File: config.mk
export PLATFORM = sky130hd
export DESIGN_NAME = uart_port_arbiter
export DESIGN_NICKNAME = d
export VERILOG_FILES = /design/src/rtl/uart_arb_pkg.sv /design/src/rtl/rr_pick2.sv /design/src/rtl/uart_port_arbiter.sv
export SDC_FILE = /design/constraint.sdc
export NUM_CORES = 1
export LEC_CHECK = 0
export CAP_MARGIN = 20
export CORE_MARGIN = 2
export CORE_UTILIZATION = 35
export CTS_CLUSTER_DIAMETER = 80
export DETAILED_ROUTE_END_ITERATION = 6
export PLACE_DENSITY = 0.81
export SETUP_SLACK_MARGIN = 0.4
export SYNTH_ARGS = -nofsm -noshare
export SYNTH_HDL_FRONTEND = slang
export SYNTH_HIERARCHICAL = 1
export SYNTH_SLANG_ARGS = --single-unit
File: constraint.sdc
create_clock -name clk -period 2.64 [get_ports clk]
set_clock_uncertainty 0.15 [all_clocks]
set_input_delay 0.528 -clock clk [delete_from_list [all_inputs] [get_ports clk]]
set_output_delay 0.528 -clock clk [all_outputs]
set_load 0.05 [all_outputs]
File: src/rtl/uart_arb_pkg.sv
// Shared definitions for the UART host-link arbiter: FSM state encoding and
// requester identifiers.
package uart_arb_pkg;

    typedef enum logic [1:0] {
        IDLE = 2'd0,
        OWN0 = 2'd1,
        OWN1 = 2'd2,
        TURN = 2'd3
    } arb_state_t;

    localparam logic REQ_DISK    = 1'b0;
    localparam logic REQ_CONSOLE = 1'b1;

    localparam int TURN_CNT_W = 4;

endpackage

File: src/rtl/rr_pick2.sv
// Two-way round-robin choice: a lone request wins outright, a tie goes to the
// requester that did not own the link last.
module rr_pick2
    import uart_arb_pkg::*;
(
    input  logic req0,
    input  logic req1,
    input  logic last_owner,
    output logic valid,
    output logic winner
);

    // NOTE: every output gets a default first so no path through the block
    // leaves a value held, which would otherwise infer a latch.
    always_comb begin
        valid  = req0 | req1;
        winner = REQ_DISK;
        if (req0 && req1)
            winner = ~last_owner;
        else if (req1)
            winner = REQ_CONSOLE;
    end

endmodule

File: src/rtl/uart_port_arbiter.sv
// Shares one UART byte device between the disk engine (requester 0) and the
// console channel (requester 1); grants are held per transaction with a gap.
module uart_port_arbiter
    import uart_arb_pkg::*;
#(
    parameter int TURN_CYCLES = 2
)
(
    input  logic       clk,
    input  logic       rst_n,
    input  logic       r0_enable,
    input  logic       r1_enable,
    input  logic       r0_we,
    input  logic       r1_we,
    input  logic [7:0] r0_data_out,
    input  logic [7:0] r1_data_out,
    output logic       r0_read_done,
    output logic       r1_read_done,
    output logic       r0_write_done,
    output logic       r1_write_done,
    output logic [7:0] r_data_in,
    output logic       r0_grant,
    output logic       r1_grant,
    output logic       dev_enable,
    output logic       dev_we,
    output logic [7:0] dev_data_out,
    input  logic       dev_read_done,
    input  logic       dev_write_done,
    input  logic [7:0] dev_data_in
);

    localparam logic [TURN_CNT_W-1:0] TURN_LOAD = TURN_CNT_W'(TURN_CYCLES - 1);

    arb_state_t              state;
    arb_state_t              arb_state;
    logic                    last_owner;
    logic [TURN_CNT_W-1:0]   turn_cnt;
    logic                    pick_valid;
    logic                    pick_winner;

    rr_pick2 u_pick (
        .req0       (r0_enable),
        .req1       (r1_enable),
        .last_owner (last_owner),
        .valid      (pick_valid),
        .winner     (pick_winner)
    );

    // Where IDLE (or an expired TURN) goes this cycle.
    assign arb_state = !pick_valid               ? IDLE :
                       (pick_winner == REQ_DISK) ? OWN0 : OWN1;

    // NOTE: all state below updates with non-blocking assignments so every
    // register sees the values from before the edge, regardless of order.
    always_ff @(posedge clk) begin
        if (!rst_n) begin
            state      <= IDLE;
            last_owner <= REQ_CONSOLE;
            turn_cnt   <= '0;
            r0_grant   <= 1'b0;
            r1_grant   <= 1'b0;
        end else begin
            case (state)
                IDLE: begin
                    state    <= arb_state;
                    r0_grant <= (arb_state == OWN0);
                    r1_grant <= (arb_state == OWN1);
                end
                OWN0: begin
                    if (!r0_enable) begin
                        state      <= TURN;
                        last_owner <= REQ_DISK;
                        turn_cnt   <= TURN_LOAD;
                        r0_grant   <= 1'b0;
                    end
                end
                OWN1: begin
                    if (!r1_enable) begin
                        state      <= TURN;
                        last_owner <= REQ_CONSOLE;
                        turn_cnt   <= TURN_LOAD;
                        r1_grant   <= 1'b0;
                    end
                end
                default: begin
                    if (turn_cnt == '0) begin
                        state    <= arb_state;
                        r0_grant <= (arb_state == OWN0);
                        r1_grant <= (arb_state == OWN1);
                    end else begin
                        turn_cnt <= turn_cnt - 1'b1;
                    end
                end
            endcase
        end
    end

    assign r_data_in = dev_data_in;

    // Device mux and done routing; TURN still forwards a late final completion
    // to the requester that just released.
    always_comb begin
        dev_enable    = 1'b0;
        dev_we        = 1'b0;
        dev_data_out  = '0;
        r0_read_done  = 1'b0;
        r0_write_done = 1'b0;
        r1_read_done  = 1'b0;
        r1_write_done = 1'b0;
        case (state)
            OWN0: begin
                dev_enable    = r0_enable;
                dev_we        = r0_we;
                dev_data_out  = r0_data_out;
                r0_read_done  = dev_read_done;
                r0_write_done = dev_write_done;
            end
            OWN1: begin
                dev_enable    = r1_enable;
                dev_we        = r1_we;
                dev_data_out  = r1_data_out;
                r1_read_done  = dev_read_done;
                r1_write_done = dev_write_done;
            end
            TURN: begin
                if (last_owner == REQ_DISK) begin
                    r0_read_done  = dev_read_done;
                    r0_write_done = dev_write_done;
                end else begin
                    r1_read_done  = dev_read_done;
                    r1_write_done = dev_write_done;
                end
            end
            default: ;
        endcase
    end

endmodule

==> impl_metrics.tcl <==
set metrics [dict create \
    status "finished, final reports clean" \
    multi_input_area_um2 704 \
    tns_ns 0 \
    portBuffers 39 \
    area_growth_syn_to_layout_pct 80.3 \
    fin_crit_sh 0.836 \
    synth_top_family_by_area "compound AO/OA/AOI/OAI gates" \
    yosysSeqAreaShare 0.217 \
    relSlewSlack 0.561 \
    tightest_slew_ns 0.642 \
    irDropWorstVdd_uv 791 \
    critPathMaxFanout 4 \
    whs_ns 0.343 \
    htreeDepth 1 \
    vias 890 \
    hold_buffers 0 \
    worstSetupStartpoint "r1_enable" \
    cp.arrival_ns 1.53 \
    dp_hpwl_um 1900 \
    syn_area_um2 832 \
    synthAdderAreaFrac 0.0902 \
    initial_utilization 0.373 \
    rows 17 \
    final_common_cell "clkdlybuf4s50_1" \
    ios 56 \
    rsz0062_at_grt "true" \
    power_leakage_nw 0.582 \
    grt_first_pass_wirelength_um 3840 \
    hp-class "flip-flop to flip-flop" \
    synthArstFlopShare 0 \
    slowest_delay_ns 0.47 \
    placed_area_um2 1390 \
    die_w_um 52.8 \
    wl_per_cell_um 15.9 \
    gr-total-overflow 0 \
    wirelength_um 2550 \
    fmax_mhz 453 \
    synthMuxAreaShare 0.0120 \
    synth_edf_count 0 \
    drv_cap 0 \
    first_iter_violations 23 \
    drc_errors 0 \
    grt_max_degree 17 \
    holdCritStartpoint "r0_grant" \
    layout.cells.most_common_list "clkdlybuf4s50_1 (25), nor2b_4 (12), buf_12 (12), nand2_1 (8), dfxtp_1 (7)" \
    postSynthCellCount 100 \
    slew_viol_final 0 \
    yosysWarningCount 6 \
    fin_util 0.672 \
    final_net_count 172 \
    worstSetupEndpointType "primary output" \
    die_area_um2 2780 \
    crit_family "buffers and inverters" \
    fp.dieH_um 52.8 \
    timing.rr.end "turn_cnt[3]" \
    ff2ff_setup_slack_ns 0.62 \
    path_class "input pin to primary output" \
    syn_avg_cell_area_um2 8.32 \
    cp_slowest_cell "clkdlybuf4s50_1" \
    drive_above_1_share 0.376 \
    drt_pass1_iterations 4 \
    synth_flop_cell "dfxtp_1" \
    cts_tree "yes" \
    rr_worst_depth 7 \
    place_ws_ns 0.270 \
    cts_inserted_buffers 3 \
    final_area_um2 1500 \
    coreArea_um2 2230 \
    synthSimpleGateAreaFrac 0.277 \
    clockBufferDepth 2 \
    period_minus_slack_ns 2.21 \
    p_per_area_nw_per_um2 1310 \
    cts-root-buf "clkbuf_4" \
    finalHoldViolCount 0 \
    via_per_inst 5.53 \
    nFillCells 191 \
    cp_num_cells 4 \
    startpoint_type "input pin" \
    antenna_found_initial 0 \
    finalSetupViolations 0 \
    critPathBufInv 2 \
    r2r_start "state[0]" \
    grt_pass1_vias 801 \
    grt_usage 0.187 \
    register_area_um2 188 \
    cp-endpoint "dev_enable" \
    ant_nets 0 \
    clock_sinks 9 \
    worstPathCellList "clkdlybuf4s50_1, a22oi_2, nor2b_4, buf_12" \
    gp_congestion 0.797 \
    setup_ws_ns 0.433 \
    clk_pin_slew_ns 0.06 \
    synth-xor-area-share 0 \
    synthDistinctLibCells 34 \
    worstPathRequired_ns 1.96 \
    synth_compound_area_frac 0.286 \
    antenna_cells 0 \
    synth_seq_cells 9 \
    clk_latency_ns 0.26 \
    synth_nets 138 \
]
power by group:
group | switching (W) | internal (W) | leakage, nW
Combinational | 0.000822 | 0.000767 | 0.491
Clock | 0.0000461 | 0.0000581 | 0.0150
Sequential | 0.0000667 | 0.000198 | 0.0754
Total | 0.000934 | 0.00102 | 0.582
routing by layer:
layer	vias up	wire length, um	GRT usage
li1	425	-	-
met1	439	1090	0.244
met2	22	1330	0.304
met3	4	128	0.0286
met4	0	8	0.0726
met5	-	0	0
area by class of cell:
class / count / area share
multi-input cells: 73 / 0.470
flip-flops and latches: 9 / 0.125
well taps: 28 / 0.0234
clock buffers: 4 / 0.0175
repair buffers: 42 / 0.352
inverters: 5 / 0.0125
state kept, by name (all words and copies together) (netlist names):
register / count
state: 2
r0_grant: 1
r1_grant: 1
turn_cnt: 4
last_owner: 1
repair_timing:
item                       4_1_cts  5_1_grt
buffers inserted                 1        1
cloned                           0        0
gates resized for setup         14        4
pin swaps                        1        1
setup endpoints to repair       18       13
worst min path at each step:
stage	end	slack (ns)	cells after the start
after global placement	turn_cnt[0]	0.32	1
after global routing	r0_grant	0.37	1
final	r0_grant	0.34	1
after detailed placement	r0_grant	0.34	1
after CTS	r0_grant	0.35	1
after floorplan	turn_cnt[0]	0.29	1
through the flow:
stage | std cells | power [W]
6_report | 161 | 0.00196
3_5_place_dp | 155 | 0.00172
5_1_grt | 161 | 0.00209
2_1_floorplan | 100 | 0.00127
3_3_place_gp | 155 | 0.00169
4_1_cts | 160 | 0.00194
synthesized netlist by cell type (all sizes together), types with 2 or more instances:
library cell / instances / area [um2]
o21ai: 3 / 15.0
ha: 6 / 75.1
dfxtp: 9 / 180
nor3b: 2 / 15.0
nand2: 8 / 30.0
clkbuf: 5 / 20.0
nand3: 2 / 10.0
a21oi: 3 / 15.0
inv: 5 / 18.8
a22oi: 10 / 80.1
nor2b: 17 / 114
a32o: 4 / 40.0
and3b: 2 / 18.8
buf: 8 / 60.1
logic make-up after synthesis:
| kind of cell | count (synthesis) |
|---|---|
| AOI/OAI and AO/OA | 28 |
| adders and majority gates | 6 |
| buffers and inverters | 18 |
| DFF | 9 |
| muxes | 1 |
| and+or+nand+nor | 38 |
No activity file was read; power rests on OpenSTA's default activity.
